### src/rtl/tagger_readout_arbiter_pkg.sv
// Shared definitions for the tagger readout arbiter: FSM encoding,
// acknowledge timeout and record geometry defaults.
package tagger_readout_arbiter_pkg;

  typedef enum logic [1:0] {
    ST_IDLE     = 2'd0,
    ST_SEND     = 2'd1,
    ST_ACK      = 2'd2,
    ST_WAIT_CLR = 2'd3
  } state_t;

  localparam int WAIT_CLR_TIMEOUT = 16;
  localparam int TMO_W            = $clog2(WAIT_CLR_TIMEOUT);
  localparam int DEFAULT_N_WORDS  = 6;

  // LSB position of word w of block b inside the flattened event bus
  function automatic int word_lsb(input int blk, input int word, input int n_words);
    return (blk * n_words + word) * 32;
  endfunction

endpackage

### src/rtl/tagger_readout_arbiter_rr_grant.sv
// Round-robin grant search: first request found scanning upward from
// i_ptr+1 with wrap-around. Purely combinational.
module rr_grant #(
  parameter int N = 4
) (
  input  logic [N-1:0] i_req,
  input  logic [2:0]   i_ptr,
  output logic [N-1:0] o_grant,
  output logic [2:0]   o_idx
);

  localparam int IW = $clog2(N);

  logic          w_found;
  logic [IW-1:0] w_cand;

  // Scan N candidates starting one past the last grant; keep the first hit
  always_comb begin
    o_grant = '0;
    o_idx   = '0;
    w_found = 1'b0;
    w_cand  = '0;
    for (int k = 1; k <= N; k++) begin
      w_cand = IW'((int'(i_ptr) + k) % N);
      if (!w_found && i_req[w_cand]) begin
        w_found          = 1'b1;
        o_grant[w_cand]  = 1'b1;
        o_idx            = 3'(w_cand);
      end
    end
  end

endmodule

### src/rtl/tagger_readout_arbiter.sv
// Arbitrates event readout from N_BLK tagger blocks onto a single
// valid/ready word stream towards the HPS bridge, then handshakes the
// notify/ack pair with the served block.
//
// state    | meaning
// ---------|-----------------------------------------------------------
// IDLE     | waiting for any notify; grants round-robin, loads word 0
// SEND     | streaming words of the granted block, one per rd_ready
// ACK      | record done; ack raised, event counter bumped
// WAIT_CLR | holding ack until the block drops notify or timeout expires
module tagger_readout_arbiter
  import tagger_readout_arbiter_pkg::*;
#(
  parameter int N_BLK   = 4,
  parameter int N_WORDS = DEFAULT_N_WORDS
) (
  input  logic                       clk_5,
  input  logic                       rst,
  input  logic [N_BLK-1:0]           notify_evt,
  input  logic [N_BLK*N_WORDS*32-1:0] blk_data,
  output logic [N_BLK-1:0]           ack_evt,
  output logic                       rd_valid,
  input  logic                       rd_ready,
  output logic [31:0]                rd_data,
  output logic [2:0]                 rd_src,
  output logic                       rd_last,
  output logic [31:0]                evt_count,
  output logic                       ack_timeout
);

  localparam int                WIDX_W  = (N_WORDS > 1) ? $clog2(N_WORDS) : 1;
  localparam logic [WIDX_W-1:0] LAST_W  = WIDX_W'(N_WORDS - 1);
  localparam logic [2:0]        PTR_RST = 3'(N_BLK - 1);

  state_t              r_state, w_state_nxt;
  logic [2:0]          r_src, r_last_grant;
  logic [WIDX_W-1:0]   r_widx;
  logic                r_rd_valid, r_rd_last, r_ack_timeout;
  logic [31:0]         r_rd_data, r_evt_count;
  logic [TMO_W-1:0]    r_tmo_cnt;

  logic [N_BLK-1:0]    w_grant, w_ack_evt;
  logic [2:0]          w_grant_idx, w_ld_blk;
  logic [WIDX_W-1:0]   w_ld_word;
  logic [31:0]         w_ld_data;
  logic                w_grant_any, w_xfer, w_xfer_last, w_src_notify;

  rr_grant #(.N(N_BLK)) u_rr_grant (
    .i_req   (notify_evt),
    .i_ptr   (r_last_grant),
    .o_grant (w_grant),
    .o_idx   (w_grant_idx)
  );

  assign w_grant_any = |w_grant;
  assign w_xfer      = r_rd_valid & rd_ready;
  assign w_xfer_last = w_xfer & (r_widx == LAST_W);

  // Word to load into the output register: word 0 of the new grant in IDLE,
  // otherwise the word following the one currently presented
  assign w_ld_blk  = (r_state == ST_IDLE) ? w_grant_idx : r_src;
  assign w_ld_word = (r_state == ST_IDLE) ? '0 : r_widx + 1'b1;

  // Select the load word and the served block's notify from the wide buses
  always_comb begin
    w_ld_data    = '0;
    w_src_notify = 1'b0;
    for (int b = 0; b < N_BLK; b++) begin
      if (r_src == 3'(b)) w_src_notify = notify_evt[b];
      for (int w = 0; w < N_WORDS; w++) begin
        if (w_ld_blk == 3'(b) && w_ld_word == WIDX_W'(w))
          w_ld_data = blk_data[word_lsb(b, w, N_WORDS) +: 32];
      end
    end
  end

  // FSM state register
  always_ff @(posedge clk_5 or posedge rst) begin
    if (rst) r_state <= ST_IDLE;
    else     r_state <= w_state_nxt;
  end

  // Next-state and acknowledge decode
  always_comb begin
    w_state_nxt = r_state;
    w_ack_evt   = '0;
    case (r_state)
      ST_IDLE:     if (w_grant_any) w_state_nxt = ST_SEND;
      ST_SEND:     if (w_xfer_last) w_state_nxt = ST_ACK;
      ST_ACK:      w_state_nxt = ST_WAIT_CLR;
      ST_WAIT_CLR: if (!w_src_notify || r_tmo_cnt == '0) w_state_nxt = ST_IDLE;
      default:     w_state_nxt = ST_IDLE;
    endcase
    if (r_state == ST_ACK || r_state == ST_WAIT_CLR) begin
      for (int b = 0; b < N_BLK; b++)
        if (r_src == 3'(b)) w_ack_evt[b] = 1'b1;
    end
  end

  // Datapath: grant latch, word stream, event counter and ack timeout
  always_ff @(posedge clk_5 or posedge rst) begin
    if (rst) begin
      r_src         <= '0;
      r_last_grant  <= PTR_RST;
      r_widx        <= '0;
      r_rd_valid    <= 1'b0;
      r_rd_last     <= 1'b0;
      r_rd_data     <= '0;
      r_evt_count   <= '0;
      r_ack_timeout <= 1'b0;
      r_tmo_cnt     <= '0;
    end else begin
      case (r_state)
        ST_IDLE: begin
          if (w_grant_any) begin
            r_src        <= w_grant_idx;
            r_last_grant <= w_grant_idx;
            r_widx       <= '0;
            r_rd_valid   <= 1'b1;
            r_rd_data    <= w_ld_data;
            r_rd_last    <= (LAST_W == '0);
          end
        end
        ST_SEND: begin
          if (w_xfer) begin
            if (r_widx == LAST_W) begin
              r_widx     <= '0;
              r_rd_valid <= 1'b0;
              r_rd_last  <= 1'b0;
            end else begin
              r_widx    <= r_widx + 1'b1;
              r_rd_data <= w_ld_data;
              r_rd_last <= ((r_widx + 1'b1) == LAST_W);
            end
          end
        end
        ST_ACK: begin
          r_evt_count <= r_evt_count + 32'd1;
          r_tmo_cnt   <= TMO_W'(WAIT_CLR_TIMEOUT - 1);
        end
        ST_WAIT_CLR: begin
          if (w_src_notify) begin
            if (r_tmo_cnt == '0) r_ack_timeout <= 1'b1;
            else                 r_tmo_cnt     <= r_tmo_cnt - 1'b1;
          end
        end
        default: ;
      endcase
    end
  end

  assign ack_evt     = w_ack_evt;
  assign rd_valid    = r_rd_valid;
  assign rd_data     = r_rd_data;
  assign rd_src      = r_src;
  assign rd_last     = r_rd_last;
  assign evt_count   = r_evt_count;
  assign ack_timeout = r_ack_timeout;

endmodule

### config.mk
export PLATFORM = sky130hd
export DESIGN_NAME = tagger_readout_arbiter
export DESIGN_NICKNAME = d
export VERILOG_FILES = /design/src/rtl/tagger_readout_arbiter_pkg.sv /design/src/rtl/tagger_readout_arbiter_rr_grant.sv /design/src/rtl/tagger_readout_arbiter.sv
export SDC_FILE = /design/constraint.sdc
export NUM_CORES = 1
export LEC_CHECK = 0
export ABC_AREA = 0
export ABC_CLOCK_PERIOD_IN_PS = 5100
export CELL_PAD_IN_SITES_DETAIL_PLACEMENT = 1
export CELL_PAD_IN_SITES_GLOBAL_PLACEMENT = 1
export CORE_AREA = 5 5 325 327
export CTS_BUF_LIST = sky130_fd_sc_hd__clkbuf_16
export CTS_CLUSTER_DIAMETER = 80
export DETAILED_ROUTE_END_ITERATION = 10
export DIE_AREA = 0 0 330 332
export PLACE_DENSITY_LB_ADDON = 0.1
export SYNTH_ARGS = -nofsm -noshare
export SYNTH_HDL_FRONTEND = slang
export SYNTH_HIERARCHICAL = 1
export SYNTH_SLANG_ARGS = --single-unit
### constraint.sdc
create_clock -name clk_5 -period 5.1 [get_ports clk_5]
set_clock_uncertainty 0.1 [all_clocks]
set_input_delay 1.02 -clock clk_5 [delete_from_list [all_inputs] [get_ports clk_5]]
set_output_delay 1.02 -clock clk_5 [all_outputs]
set_load 0.01 [all_outputs]
== Word-level counts from Yosys, hierarchy flattened ==
Index checks and enable logic that the tools add are counted.

* Register bits after elaboration: 81
* Latch bits: 0
* RAM bits: 0
* Memory bits (read-only): 0
* Logic and storage cells: 191
* Memories: 0

* Add/subtract/negate cells: 7
* Multipliers: 0
* Divide/modulo/power cells: 0
* Magnitude comparators: 8
* Equal/unequal tests: 24
* Shift operators: 0
* Multiplexer cells: 85
* Bitwise operators: 5
* Reduce and logical (&&, ||, !) cells: 52

{| class="wikitable"
|+ Operators with widths
! operator !! count
|-
| 32-bit two-way mux || 27
|-
| 32-bit one-hot mux with 2 select lines || 1
|-
| 32-bit by 1-bit adder with 32-bit output (second input constant) || 1
|-
| 1-bit logical AND || 31
|-
| 4-bit two-way mux || 7
|-
| 1-bit two-way mux || 25
|-
| 3-bit two-way mux || 8
|-
| 3-bit by 2-bit equality test with 1-bit output (second input constant) || 6
|-
| 2-bit != test (second input constant) || 8
|-
| 3-bit equality test (second input constant) || 4
|-
| 2-bit by 3-bit < comparator with 1-bit output (second input constant) || 4
|-
| 4-bit bitwise OR || 3
|-
| 3-bit AND reduction || 4
|-
| 3-bit by 1-bit equality test with 1-bit output (second input constant) || 3
|-
| 3-bit logical NOT || 3
|-
| 1-bit binary-select mux with 2-bit select || 4
|-
| 1-bit demux with 2-bit select || 4
|-
| 2-bit by 1-bit greater-or-equal comparator with 1-bit output (second input constant) || 4
|-
| 2-bit two-way mux || 4
|-
| 2-bit one-hot mux with 4 select lines || 1
|-
| 4-bit one-hot mux with 2 select lines || 1
|-
| 4-bit AND reduction || 2
|-
| 3-bit one-hot mux with 2 select lines || 1
|-
| 2-bit by 1-bit adder with 2-bit output (second input constant) || 2
|-
| 14 further kinds || 23
|}

== Longest topological paths before layout ==
* Depth in word-level cells: 43
* Gate-level depth with buffers: 18

== Cells and area by module ==
Netlist, hierarchy kept.

{| class="wikitable"
|+ Modules (own cells, without submodules)
! module !! instances !! cells each !! area an instance (um2) !! seq. area each (um2)
|-
| tagger_readout_arbiter || 1 || 1356 || 10291.1 || 2029.4
|-
| rr_grant || 1 || 70 || 556.8 || 0.0
|}

== Worst setup path before layout ==
OpenSTA, ideal clock, no wires.

* Kind: register to register
* Start point: reg r_last_grant[0]
* End point: reg r_rd_data[2], in the netlist rd_data[2]
* Arrival: 3788 ps
* Data required time: 4880 ps
* Path slack: 1092 ps
* Stages on the path, launching flop included: 17
* Clock period less this slack: 4008 ps
* Cell sequence: dfstp_2 -> buf_4 -> inv_1 -> ha_1 -> buf_4 -> nor2b_1 -> a22oi_1 -> o211ai_1 -> a21oi_1 -> nand4bb_1 -> nand2_4 -> nand2_1 -> buf_2 -> o21ai_1 -> a21oi_1 -> or4b_1 -> a31o_1

* Longest elaborated chain between the ends: 43
* Elaborated cells between the ends (all ways): 112
* Classes of those cells: add/sub: 4; order compare: 8; eq/ne: 4; mux: 56; bitwise: 3; reduce/logical: 37

{| class="wikitable"
|+ RTL lines
! element !! RTL line !! source
|-
| start, declared || tagger_readout_arbiter.sv:36 || <nowiki>logic [2:0] r_src, r_last_grant;</nowiki>
|-
| start signal, assigned || tagger_readout_arbiter.sv:117 || <nowiki>r_last_grant <= w_grant_idx;</nowiki>
|-
| 2-bit by 1-bit adder with 2-bit output || tagger_readout_arbiter_rr_grant.sv:24 || <nowiki>w_cand = IW'((int'(i_ptr) + k) % N);</nowiki>
|-
| 1-bit binary-select mux with 2-bit select || tagger_readout_arbiter_rr_grant.sv:25 || <nowiki>if (!w_found && i_req[w_cand]) begin</nowiki>
|-
| 1-bit two-way mux (implied by the code) || tagger_readout_arbiter_rr_grant.sv:25 ||
|-
| 1-bit two-way mux || tagger_readout_arbiter_rr_grant.sv:25 ||
|-
| 1-bit logical NOT || tagger_readout_arbiter_rr_grant.sv:25 ||
|-
| 1-bit logical AND || tagger_readout_arbiter_rr_grant.sv:25 ||
|-
| 1-bit two-way mux || tagger_readout_arbiter_rr_grant.sv:25 ||
|-
| 1-bit logical NOT || tagger_readout_arbiter_rr_grant.sv:25 ||
|-
| (+5 left out) || - ||
|-
| named net w_grant_idx[0] || tagger_readout_arbiter.sv:43 || <nowiki>logic [2:0] w_grant_idx, w_ld_blk;</nowiki>
|-
| 3-bit two-way mux * || tagger_readout_arbiter.sv:61 || <nowiki>assign w_ld_blk = (r_state == ST_IDLE) ? w_grant_idx : r_src;</nowiki>
|-
| 3-bit logical NOT || tagger_readout_arbiter.sv:71 || <nowiki>if (w_ld_blk == 3'(b) && w_ld_word == WIDX_W'(w))</nowiki>
|-
| 1-bit logical AND || tagger_readout_arbiter.sv:71 ||
|-
| 32-bit two-way mux (23 in series) || tagger_readout_arbiter.sv:71 ||
|-
| 32-bit two-way mux * || tagger_readout_arbiter.sv:71 ||
|-
| 32-bit two-way mux || tagger_readout_arbiter.sv:126 || <nowiki>if (r_widx == LAST_W) begin</nowiki>
|-
| 32-bit two-way mux || tagger_readout_arbiter.sv:125 || <nowiki>if (w_xfer) begin</nowiki>
|-
| 32-bit one-hot mux with 2 select lines * || tagger_readout_arbiter.sv:113 || <nowiki>case (r_state)</nowiki>
|-
| end signal, assigned || tagger_readout_arbiter.sv:120 || <nowiki>r_rd_data <= w_ld_data;</nowiki>
|-
| end signal, assigned || tagger_readout_arbiter.sv:132 || <nowiki>r_rd_data <= w_ld_data;</nowiki>
|-
| end, declared || tagger_readout_arbiter.sv:39 || <nowiki>logic [31:0] r_rd_data, r_evt_count;</nowiki>
|}

Mark *: on every way through the listed nets, which the timed path passes. The rest lies on a longest branch. The select of a mux whose other input is x is not followed.
A chain may end at the register's enable or synchronous reset.

== Worst setup path in the final report ==
* Start point: in notify_evt[1]
* End point: reg r_rd_data[30], in the netlist rd_data[30]

* Longest elaborated chain between the ends: 42
* Elaborated cells between the ends (all ways): 88
* Classes of those cells: eq/ne: 4; mux: 48; bitwise: 3; reduce/logical: 33

{| class="wikitable"
|+ RTL lines
! element !! RTL line !! source
|-
| start, declared || tagger_readout_arbiter.sv:19 || <nowiki>input logic [N_BLK-1:0] notify_evt,</nowiki>
|-
| 1-bit binary-select mux with 2-bit select || tagger_readout_arbiter_rr_grant.sv:25 ||
|-
| 1-bit two-way mux (implied by the code) || tagger_readout_arbiter_rr_grant.sv:25 ||
|-
| 1-bit two-way mux || tagger_readout_arbiter_rr_grant.sv:25 ||
|-
| 1-bit logical NOT || tagger_readout_arbiter_rr_grant.sv:25 ||
|-
| 1-bit logical AND || tagger_readout_arbiter_rr_grant.sv:25 ||
|-
| 1-bit two-way mux || tagger_readout_arbiter_rr_grant.sv:25 ||
|-
| 1-bit logical NOT || tagger_readout_arbiter_rr_grant.sv:25 ||
|-
| 1-bit logical AND || tagger_readout_arbiter_rr_grant.sv:25 ||
|-
| (+4 left out) || - ||
|-
| named net w_grant_idx[1] || tagger_readout_arbiter.sv:43 ||
|-
| 3-bit two-way mux * || tagger_readout_arbiter.sv:61 ||
|-
| 3-bit logical NOT || tagger_readout_arbiter.sv:71 ||
|-
| 1-bit logical AND || tagger_readout_arbiter.sv:71 ||
|-
| 32-bit two-way mux (23 in series) || tagger_readout_arbiter.sv:71 ||
|-
| 32-bit two-way mux * || tagger_readout_arbiter.sv:71 ||
|-
| 32-bit two-way mux || tagger_readout_arbiter.sv:126 ||
|-
| 32-bit two-way mux || tagger_readout_arbiter.sv:125 ||
|-
| 32-bit one-hot mux with 2 select lines * || tagger_readout_arbiter.sv:113 ||
|}

Marks and branches as above.

==> flow_summary.yaml <==
worst_setup_path:
  crit_top_cell: "buf_4"
  path_class: "in -> reg"
  cp_slowest_cell: "nor4_1"
  cpPeakStageDelay_ps: 990
  cp_num_buf_inv: 5
  crit_arrival_ps: 5090
  critPathTopFamily: "simple AND/OR/NAND/NOR gates"
  crit_required_ps: 5330
  critPathLaunchType: "primary input"
  path_cells: "clkdlybuf4s50_1 > buf_4 > o221a_2 > nor3_1 > buf_4 > or4bb_4 > nand2_1 > buf_4 > a22oi_1 > buf_4 > nor4_1 > o31a_1"
  cp-end-kind: "flip-flop"
  worstPathMaxFanout: 8
  reg2reg_slack_ps: 380
synthesis:
  synth.distinct_cells: 101
  syn-num-nets: 2219
  postSynthCellCount: 1426
  yosysTopAreaCellShare: 0.1822
  syn_area_per_cell_um2: 7.607
  yosysSeqAreaShare: 0.1871
  yosysTopAreaCell: "dfrtp_1"
  netlist_area_mm2: 0.01085
  synth_async_sr_flop_share: 1.000
  synthFlopType: "dfrtp_1"
  synth-edff-count: 0
  synth_area_leaders: "dfrtp_1 (18%), a22oi_1 (4.7%), a21oi_1 (4.6%), nand2_1 (4.5%), o22ai_1 (4.3%)"
  synth_warnings: 6
  ys_ff_latch: 81
timing:
  final_max_slew_viol_count: 0
  fmax_mhz: 205.5
  slew-limit-headroom: 0.2081
  setup_viol: 0
  period_needed_ps: 4867
  hold_viol_final: 0
  rsz0062_at_grt: "no"
  holdWs_ps: 376.5
  setup_slack_ps: 233.5
  tightest_slew_ps: 1177
  fin_crit_sh: 0.9542
clocking:
  cts.clk_slew.worst_paths_ps: 90
  ctsResizeCount: 0
  cts.sinks: 81
  cts_tree: "yes"
  htree_levels: 3
  numCtsBuffers: 9
  cts_buffer_depth: 2
  clock_latency_ps: 390
  post_cts_buffers: 0
  cts-root-buf: "clkbuf_16"
  hold_buffers: 0
pwr:
  pwr_density_cell_mw_per_mm2: 97.41
  combPwrFrac: 0.351
  pwr-share-clk: 0.366
  p_int_uw: 1647
  seq_power_share: 0.283
  ir_drop_uv: 146.6
  switching_share: 0.2742
  p_leak_uw: 0.008334
  p_sw_uw: 622.2
floorplanning:
  ios: 849
  die_y_um: 332
  core_mm2: 0.1026
  start_util: 0.1057
  dieWidth_um: 330
  placementRows: 118
  die-area_mm2: 0.1096
place:
  place_congestion: 0.9486
  io_buffers: 848
  dpl.hpwl_mm: 126.0
  pre_cts_slack_ps: -368.3
  place_area_mm2: 0.02284
hold_path:
  min_path_type: "reg -> reg"
grt:
  grt.total_usage: 0.2471
  grt_start_max_net_pins: 66
  grt_pass1_vias: 19200
  grt_overflow: 0
  antenna_found_initial: 110
  grt_pass1_wl_mm: 184.2
final_layout:
  drive_above_1_share: 0.1469
  area_growth_syn_to_layout_pct: 114.7
  stdcell_area_mm2: 0.02329
  finish.utilization: 0.2270
  final_nets: 3205
  fillers: 12010
detailed_routing:
  vias: 17870
  vias_per_cell: 4.643
  drtIter0Drc: 1184
  wl_mm: 143.2
  ant_nets: 0
  drc: 0
  wl_per_cell_um: 37.21
  firstDrtPassIters: 5
outcome:
  outcome: "complete, no violations"
job:
  cap_violations: 0
## flip-flops by register name, summed over array words and instances, names as in the netlist
register      flops
evt_count        32
rd_data          32
r_tmo_cnt         4
r_widx            3
rd_src            3
r_last_grant      2
r_state           2
ack_timeout       1
rd_last           1
rd_valid          1
## routing by layer
| metal | global-route usage | up-vias | part of all wire |
|---|---|---|---|
| met5 | 0 | - | 0.0036 |
| met4 | 0.05987 | 84 | 0.024 |
| li1 | - | 7850 | - |
| met2 | 0.4439 | 753 | 0.50 |
| met1 | 0.2764 | 8990 | 0.38 |
| met3 | 0.09078 | 191 | 0.092 |
## power by group through the flow
stage | Sequential (uW) | Clock (uW) | Combinational [uW]
floorplan | 654 | 0 | 69.4
global placement | 654 | 0 | 792
detailed placement | 654 | 0 | 790
CTS | 642 | 864 | 797
global route | 642 | 884 | 828
finish | 642 | 830 | 798
## final cells by class
cell class / count / area, um2 / area share
antenna: 51 / 127.6 / 0.005479
sequential: 81 / 2029 / 0.08712
inverter: 15 / 58.81 / 0.002524
timing repair buffer: 1100 / 10770 / 0.4622
multi-input combinational: 1205 / 8254 / 0.3543
clock inverter: 7 / 105.1 / 0.004512
clock buffer: 9 / 225.2 / 0.009668
tap: 1380 / 1727 / 0.07412
## layout by cell type (no fill, tap or decap), types with 26 or more instances in the layout
cell type	synthesis	layout
clkdlybuf4s50_1	0	848
dfrtp_1	79	79
o221ai_1	30	30
buf_12	0	31
nor3_1	57	57
o21ai_0	75	75
nand3_1	47	47
a221oi_1	45	45
nand2_1	130	128
buf_4	12	221
nor2_1	93	82
diode_2	0	51
xnor2_1	26	26
a21oi_1	100	100
o22ai_1	75	75
a31oi_1	32	32
a22oi_1	68	68
## synthesized netlist by cell type (17+ instances only)
| master | number |
|---|---|
| nand2_1 | 130 |
| and3_1 | 23 |
| clkbuf_1 | 54 |
| a21oi_1 | 100 |
| xnor2_1 | 26 |
| nor3_1 | 57 |
| a221o_1 | 23 |
| nand3_1 | 47 |
| dfrtp_1 | 79 |
| nor4_1 | 17 |
| o211ai_1 | 22 |
| o21ai_0 | 75 |
| a221oi_1 | 45 |
| o221ai_1 | 30 |
| ha_1 | 18 |
| a22oi_1 | 68 |
| o22ai_1 | 75 |
| buf_2 | 50 |
| nand4_1 | 19 |
| nor2_1 | 93 |
| a211oi_1 | 25 |
| a31oi_1 | 32 |
## logic make-up after synthesis
| kind of cell | after synthesis | synth area share |
|---|---|---|
| compound gates | 658 | 0.4471 |
| mux | 13 | 0.01649 |
| fa+ha+maj | 18 | 0.02076 |
| xor+xnor | 36 | 0.03380 |
| simple gates | 479 | 0.2313 |
| flops | 81 | 0.1871 |
| buf+inv | 140 | 0.06321 |
| other cells | 1 | 0.0003457 |
## path summary, 6_finish.rpt
check	startpoint	end	cells after the start
max in group asynchronous	rst	rd_data[20]$_DFFE_PP0P_	3
min in group asynchronous	rst	evt_count[14]$_DFFE_PP0P_	2
max reg2reg	r_last_grant[0]$_DFFE_PP1P_	rd_data[30]$_DFFE_PP0P_	14
min reg2reg	evt_count[31]$_DFFE_PP0P_	evt_count[31]$_DFFE_PP0P_	1
max	notify_evt[1]	rd_data[30]$_DFFE_PP0P_	12
min	evt_count[31]$_DFFE_PP0P_	evt_count[31]$_DFFE_PP0P_	1
## stage by stage
stage	setup TNS, ps	instances	power (uW)
after floorplan	0	1426	723.8
after global placement	-384.7	3781	1446
after detailed placement	-697.8	3781	1444
after CTS	0	3797	2303
after global routing	0	3821	2354
final	0	3848	2269
No activity file was read; power rests on OpenSTA's default activity.
